`src/rtl/handshake_rx.sv`:
```
// handshake_rx: destination end of a 4-phase req/ack handshake.
// The req_in level is synchronized into clk, data_in is captured once per
// request and offered as a single beat on the rd_stream master, and a
// registered ack_out level is returned to the source.
// Optional build macro: HANDSHAKE_RX_ERR_EN adds a sticky o_err flag that
// records req_sync falling while a beat is still pending.
//
// state   | meaning
// --------+-------------------------------------------------------------
// S_IDLE  | waiting for req_sync high; captures data_in on the way out
// S_VALID | beat offered on rd_stream, held until valid & ready
// S_ACK   | ack_out held high until req_sync returns low
module handshake_rx #(
  parameter int BITWIDTH    = 1,
  parameter int SYNC_STAGES = 2
) (
  input  logic                i_clk,
  input  logic                i_rst,
  input  logic                i_req_in,
  input  logic [BITWIDTH-1:0] i_data_in,
  output logic                o_ack_out,
  output logic                o_rd_stream_valid,
  input  logic                i_rd_stream_ready,
  output logic [BITWIDTH-1:0] o_rd_stream_data,
  output logic                o_rd_stream_ok
`ifdef HANDSHAKE_RX_ERR_EN
  ,
  output logic                o_err
`endif
);

  typedef enum logic [1:0] {
    S_IDLE  = 2'd0,
    S_VALID = 2'd1,
    S_ACK   = 2'd2
  } state_t;

  state_t                 r_state;
  state_t                 w_state_next;
  logic [SYNC_STAGES-1:0] r_sync;
  logic                   w_req_sync;
  logic [BITWIDTH-1:0]    r_capture;
  logic                   w_capture_en;
  logic                   r_ack;
  logic                   w_valid;
  logic                   w_ok;

  assign w_req_sync = r_sync[SYNC_STAGES-1];

  // Synchronizer chain for the asynchronous request level.
  always_ff @(posedge i_clk or posedge i_rst) begin
    if (i_rst) begin
      r_sync <= '0;
    end else begin
      r_sync <= {r_sync[SYNC_STAGES-2:0], i_req_in};
    end
  end

  // State register, capture register and registered acknowledge.
  always_ff @(posedge i_clk or posedge i_rst) begin
    if (i_rst) begin
      r_state   <= S_IDLE;
      r_capture <= '0;
      r_ack     <= 1'b0;
    end else begin
      r_state <= w_state_next;
      // ack is high exactly while the FSM sits in S_ACK
      r_ack   <= (w_state_next == S_ACK);
      if (w_capture_en) begin
        r_capture <= i_data_in;
      end
    end
  end

  // Next-state decode and stream outputs.
  always_comb begin
    w_state_next = r_state;
    w_capture_en = 1'b0;
    w_valid      = 1'b0;
    w_ok         = 1'b0;
    case (r_state)
      S_IDLE: begin
        if (w_req_sync) begin
          w_capture_en = 1'b1;
          w_state_next = S_VALID;
        end
      end
      S_VALID: begin
        w_valid = 1'b1;
        w_ok    = i_rd_stream_ready;
        if (i_rd_stream_ready) begin
          w_state_next = S_ACK;
        end
      end
      S_ACK: begin
        if (!w_req_sync) begin
          w_state_next = S_IDLE;
        end
      end
      default: begin
        w_state_next = S_IDLE;
      end
    endcase
  end

  assign o_ack_out         = r_ack;
  assign o_rd_stream_valid = w_valid;
  assign o_rd_stream_ok    = w_ok;
  // data is forced to zero whenever no beat is being offered
  assign o_rd_stream_data  = w_valid ? r_capture : '0;

`ifdef HANDSHAKE_RX_ERR_EN
  logic r_err;

  // Sticky flag: source withdrew its request before the beat was taken.
  always_ff @(posedge i_clk or posedge i_rst) begin
    if (i_rst) begin
      r_err <= 1'b0;
    end else if ((r_state == S_VALID) && !w_req_sync) begin
      r_err <= 1'b1;
    end
  end

  assign o_err = r_err;
`endif

endmodule

```
`config.mk`:
```
export PLATFORM = sky130hd
export DESIGN_NAME = handshake_rx
export DESIGN_NICKNAME = d
export VERILOG_FILES = /design/src/rtl/handshake_rx.sv
export SDC_FILE = /design/constraint.sdc
export NUM_CORES = 1
export LEC_CHECK = 0
export CORE_AREA = 2 2 39 41
export CTS_CLUSTER_SIZE = 8
export DETAILED_ROUTE_END_ITERATION = 10
export DIE_AREA = 0 0 41 43
export PLACE_DENSITY = 0.48
export SETUP_SLACK_MARGIN = 0.3
export SLEW_MARGIN = 30
export SYNTH_ARGS = -nofsm -noshare
export SYNTH_HDL_FRONTEND = slang
export SYNTH_SLANG_ARGS = --single-unit
```
`constraint.sdc`:
```
create_clock -name i_clk -period 3.06 [get_ports i_clk]
set_input_delay 0.612 -clock i_clk [delete_from_list [all_inputs] [get_ports i_clk]]
set_output_delay 0.612 -clock i_clk [all_outputs]
set_load 0.02 [all_outputs]
```
==> impl_results.md <==
* Unrepaired setup endpoints after global routing: no
* Mapped Cells at 18
* Syn. warnings at 0
* PortBufs at 8
* Fin. max-slew vios at 0
* First-pass GRT wire length at 669 um
* Total CTS buffers at 3
* Placed Cells at 42
* Die X at between 40 and 50 um
* Type of origin of the critical path: input pin
* Via count at approximately 170
* Finished Core Util at 26.8%
* Share of cells above drive strength 1 at between 20% and 30%
* Vias in the first global route at ~180
* Placeable Area at 0.00138 sq mm
* Post-cts sizing count at 0
* Combinational power share at 42.3%
* DP HPWL at about 330 um
* Critical path required time at approximately 2500 ps
* EDFF count, synth at 0
* Layout Nets at 36
* Worst skew pair latency at 240 ps
* CP max FO at 4
* Post-CTS setup buffer count at 0
* Root buf cell: clkbuf_4
* Status: completed
* Sw Share at 32.0%
* Worst Tran Pin Value at around 220 ps
* Total leakage power at approximately 0.16 nW
* DP Worst Slack at 597 ps
* Post-DR vias/cell at 3.87
* Initial antenna violation count at 0
* Arr. time, crit path at 1850 ps
* Final hold viol count at 0
* Finished Layout Cells at 45
* Clk_skew at 2.97 ps
* Clock power frac at between 20% and 30%
* Total power draw at between 300 and 400 uW
* Setup violations, final at 0
* Clock-pin transition on the worst setup and hold timing paths at 40 ps
* Wirelength, routed at 393 um
* Setup TNS after final layout at 0 ps
* CTS Hold Bufs at 0
* Worst min-delay path class: register to register
* CTS tree: yes
* P_sw at 110 uW
* Largest net degree at the start of global routing at 7
* Placed Area at 348 sq um
* Syn_nets at 23
* Most common cell in the netlist: dfrtp_1
* Final Instance Area at roughly 370 sq um
* Max clock buf depth at 2
* Starting Density at 17.9%
* Post-synth top area share at 60.6%
* Maximum VDD drop at roughly 0.25 mV
* Gpl congestion at 0.620
* Wire per inst at 8.73 um
* Congestion Overflow GR at 0
* Die ar. at 0.00176 sq mm
* Commonest cells post-synth: dfrtp_1, and2_1, o2bb2ai_1
* CP endpoint kind: primary output
* Final worst slack at 599 ps
* Sequential Area at 150 sq um
* Period utilization at between 80% and 90%
* Htree depth at 1
* Die height at 43 um
* Seq/Total Area, Yosys at about three fifths
* Antenna-violating nets left at 0
* Synthesized area per cell at ~14 sq um
* DR pass1 iterations at 2
* Num rows at 14
* Fillers at 142
* FMAX at 406 MHz
* Critical path type: input pin to primary output
* Min-delay src: r_sync[0]$_DFF_PP0_
* Layout area overhead at 49.5%
* Minimum clock period at 2460 ps
* Origin of the worst setup path: i_rd_stream_ready
* Post-synth cell types at 11
* Asr flop ratio synth at 100%
* Ys flop type: dfrtp_1
* Ports at 9
* Max_cap viols at 0
* DRT iter0 DRCs at 2
* Ranking of synthesized cells by area: dfrtp_1, o2bb2ai_1, mux2_4
* Sequential share of power at a little under two fifths
* CTS Sinks at 6
* Headroom to the max-slew limit at 85.3%
* Total GRT Usage at under 10%
* FF-to-FF Start: r_state[0]$_DFF_PP0_
* Drc violations at 0
* Post-Syn Area at between 200 and 250 sq um
* Synth area leader: dfrtp_1
* Power Density at approximately 930 mW/mm^2
* Area occupied by multi-input gates at 93.8 sq um
* Hold Slack at 348 ps
* Yosys reg bits at 6
* P_int at around 230 uW
* Antenna Cells at 0
==> power groups by stage <==
stage          sequential [mW]  combinational [mW]  clock [mW]
2_1_floorplan            0.135              0.0827           0
3_3_place_gp             0.129               0.146           0
3_5_place_dp             0.131               0.148           0
4_1_cts                  0.130               0.148      0.0748
5_1_grt                  0.134               0.158      0.0796
6_report                 0.129               0.145      0.0693
==> routing by layer <==
layer	GRT usage (%)	vias up	wire length [um]
met3	3.14	0	36
met2	8.44	6	194
met1	5.98	83	162
met4	8.00	0	0
met5	0	-	0
li1	-	85	-
==> path summary, 6_finish.rpt <==
| check | endpoint | slack [ps] | depth (start not counted) |
|---|---|---|---|
| setup / recovery | o_rd_stream_ok | 600 | 3 |
| hold / removal | r_sync[1]$_DFF_PP0_ | 350 | 0 |
| setup reg to reg | r_capture$_DFFE_PP0P_ | 1980 | 2 |
| hold reg to reg | r_sync[1]$_DFF_PP0_ | 350 | 0 |
| max in group asynchronous | r_capture$_DFFE_PP0P_ | 2290 | 2 |
| min in group asynchronous | o_ack_out$_DFF_PP0_ | 580 | 2 |
==> worst max-delay path, cell delays in order <==
cell	delay [ps]
clkdlybuf4s50_1	510
and2_1	130
clkdlybuf4s50_1	590
==> logic make-up (layout without fill, tap and decap cells) <==
group / after synthesis / after routing / share of synthesized area, %
compound gates: 3 / 3 / 9.09
buf+inv: 1 / 12 / 1.51
flops: 6 / 6 / 60.6
mux: 1 / 1 / 6.06
simple gates: 7 / 7 / 22.7
==> sequential cells by signal, indices dropped and copies added, names as in the netlist <==
register / count
r_state: 2
o_ack_out: 1
r_capture: 1
r_sync: 2
==> area by class of cell <==
| type | instances | area share (%) |
|---|---|---|
| multi-input cells | 11 | 25.3 |
| flip-flops and latches | 6 | 40.5 |
| repair buffers | 8 | 21.6 |
| inverters | 1 | 1.01 |
| clock buffers | 3 | 6.08 |
| well taps | 16 | 5.41 |
==> cell usage in the layout, fill, tap and decap left out <==
master / netlist / final
clkdlybuf4s50_1: 0 / 8
dfrtp_1: 6 / 6
clkbuf_4: 0 / 3
o2bb2ai_1: 2 / 2
and2_1: 2 / 2
nor2b_4: 1 / 1
nand2_1: 1 / 1
or2b_1: 1 / 1
nand2b_1: 1 / 1
a21oi_1: 1 / 1
inv_1: 1 / 1
nor3b_2: 1 / 1
mux2_4: 1 / 1
Power figures use the tool's default switching activity.
==> edit: new RTL, same flow settings <==
Set the parameter `SYNC_STAGES` to 4 (it was 2).
--- a/src/rtl/handshake_rx.sv
+++ b/src/rtl/handshake_rx.sv
@@ -12,7 +12,7 @@
 // S_ACK   | ack_out held high until req_sync returns low
 module handshake_rx #(
   parameter int BITWIDTH    = 1,
-  parameter int SYNC_STAGES = 2
+  parameter int SYNC_STAGES = 4
 ) (
   input  logic                i_clk,
   input  logic                i_rst,
Check against the original RTL: not equivalent (a bounded check fails within 4 cycles, from zero or initial values and one cycle with i_rst high).
==> edit against the original RTL <==
Design area grew 14%; sequential cell count grew 2; worst setup slack improved by 0.0026 ns; clock skew rose by 0.0015 ns; non-clock buffer count did not move; wire length increased by 3.6%; area after synthesis rose by 20%; power grew 10%; critical endpoint unchanged; largest cell class unchanged; largest power group is now sequential cells.
==> edit: results (changes against the original RTL) <==
status: "complete, no violations"
vias_in_the_first_global_route: 199  # +11%
ys_seq_area_share_pct: 67.2  # +6.6 points
drt-total-wl_um: 407  # +3.6%
dp.cells: 44  # +4.8%
area_contributors_post_synth: "sky130_fd_sc_hd__dfrtp_1, sky130_fd_sc_hd__o2bb2ai_1, sky130_fd_sc_hd__mux2_4"
place.port_buffers: 8  # unchanged
post-cts-setup-buffer-count: 0  # unchanged
reg2reg_depth: 2  # unchanged
synthesis.nets: 25  # +8.7%
async_reset_ff_share_pct: 100  # unchanged
nets_finish: 38  # +5.6%
synth_warnings: 0  # unchanged
final-max-slew-violation-count: 0  # unchanged
final_weighted_congestion_of_routability_driven_global_placement: 0.607  # -2.0%
holdCritPathClass: "flip-flop to flip-flop"
drive_gt1_share_pct: 19.4  # -1.3 points
critPathMaxFanout: 4  # unchanged
largest_net_degree_at_the_start_of_global_routing: 9  # +2
max-vdd-ir-drop_uv: 266  # +8.0%
final.fill_count: 145  # +2.1%
power-per-cell-area_nw_per_um2: 899  # -3.1%
grt_pass1_wl_um: 814  # +22%
leakagePower_nw: 0.182  # +15%
grt_usage_pct: 7.23  # +0.84 points
data_arrival_at_the_endpoint_of_the_critical_path_ns: 1.85  # about the same
grt_antenna_before_repair: 0  # unchanged
detailedRoute.firstPassIterationCount: 2  # unchanged
synth-main-ff-cell: "sky130_fd_sc_hd__dfrtp_1"
clockBufferDepth: 2  # unchanged
placed_cell_area_um2: 398  # +14%
clockRootBuffer: "sky130_fd_sc_hd__clkbuf_4"
timing.hold.worst_path_depth: 0  # unchanged
clk_pin_slew_worst_paths_ns: 0.05
htree_num_levels: 1  # unchanged
yosysUniqueCellTypes: 11  # unchanged
cts_buffers: 3  # unchanged
total_congestion_overflow_after_global_routing: 0  # unchanged
post_cts_resized: 0  # unchanged
synth.top_cells.by_count: "sky130_fd_sc_hd__dfrtp_1, sky130_fd_sc_hd__and2_1, sky130_fd_sc_hd__o2bb2ai_1"
postSynthAreaPerCell_um2: 14.9  # +8.2%
place_worst_setup_slack_ns: 0.589  # -0.00777 ns
n_antenna_cell: 0  # unchanged
worst_slew_margin_rel_pct: 80.9  # -4.4 points
layout_top_registers: "r_sync x4, r_state x2"
fin_skew_ns: 0.00447  # +0.00150 ns
routedWlPerCell_um: 8.66  # -0.84%
clk_latency_ns: 0.24  # about the same
drt_first_iter_violations: 4  # +2
via_count_of_the_routed_design: 190  # +9.2%
edit: metal layers:
metal | part of all wire (%) | GRT usage [%] | vias up
met5 | 0 | 0 | -
met4 | 0 | 6.00 | 0
met3 | 11 | 3.14 | 0
met2 | 50 | 9.38 | 7
met1 | 38 | 8.75 | 92
li1 | - | - | 91
edit: critical path, cell delays in order:
cell and delay (ns):
sky130_fd_sc_hd__clkdlybuf4s50_1 0.51, sky130_fd_sc_hd__and2_1 0.13, sky130_fd_sc_hd__clkdlybuf4s50_1 0.59
edit: worst paths after layout:
check                                  start              to  slack, ns
max                        i_rd_stream_ready  o_rd_stream_ok       0.60
min                                r_sync[2]       r_sync[3]       0.34
max reg2reg                       r_state[0]       r_capture       1.96
min reg2reg                        r_sync[2]       r_sync[3]       0.34
max in group asynchronous              i_rst       r_capture       2.23
min in group asynchronous              i_rst       r_sync[3]       0.60
edit: logic make-up after synthesis:
logic type | share of synthesized area [%]
mux | 5.04
compound gates | 7.56
flops | 67.2
buf+inv | 1.26
simple gates | 18.9
edit: area by class of cell:
type                            instances  share of cell area (%)
Timing Repair Buffer                    8                    19.0
Multi-Input combinational cell         11                    22.3
Inverter                                1                   0.893
Tap cell                               16                    4.76
Sequential cell                         8                    47.6
Clock buffer                            3                    5.36
edit: power breakdown:
part           total (mW)  internal [mW]  switching (mW)
sequential          0.157          0.133          0.0238
clock              0.0744         0.0445          0.0300
combinational       0.146         0.0837          0.0624
total               0.378          0.262           0.116
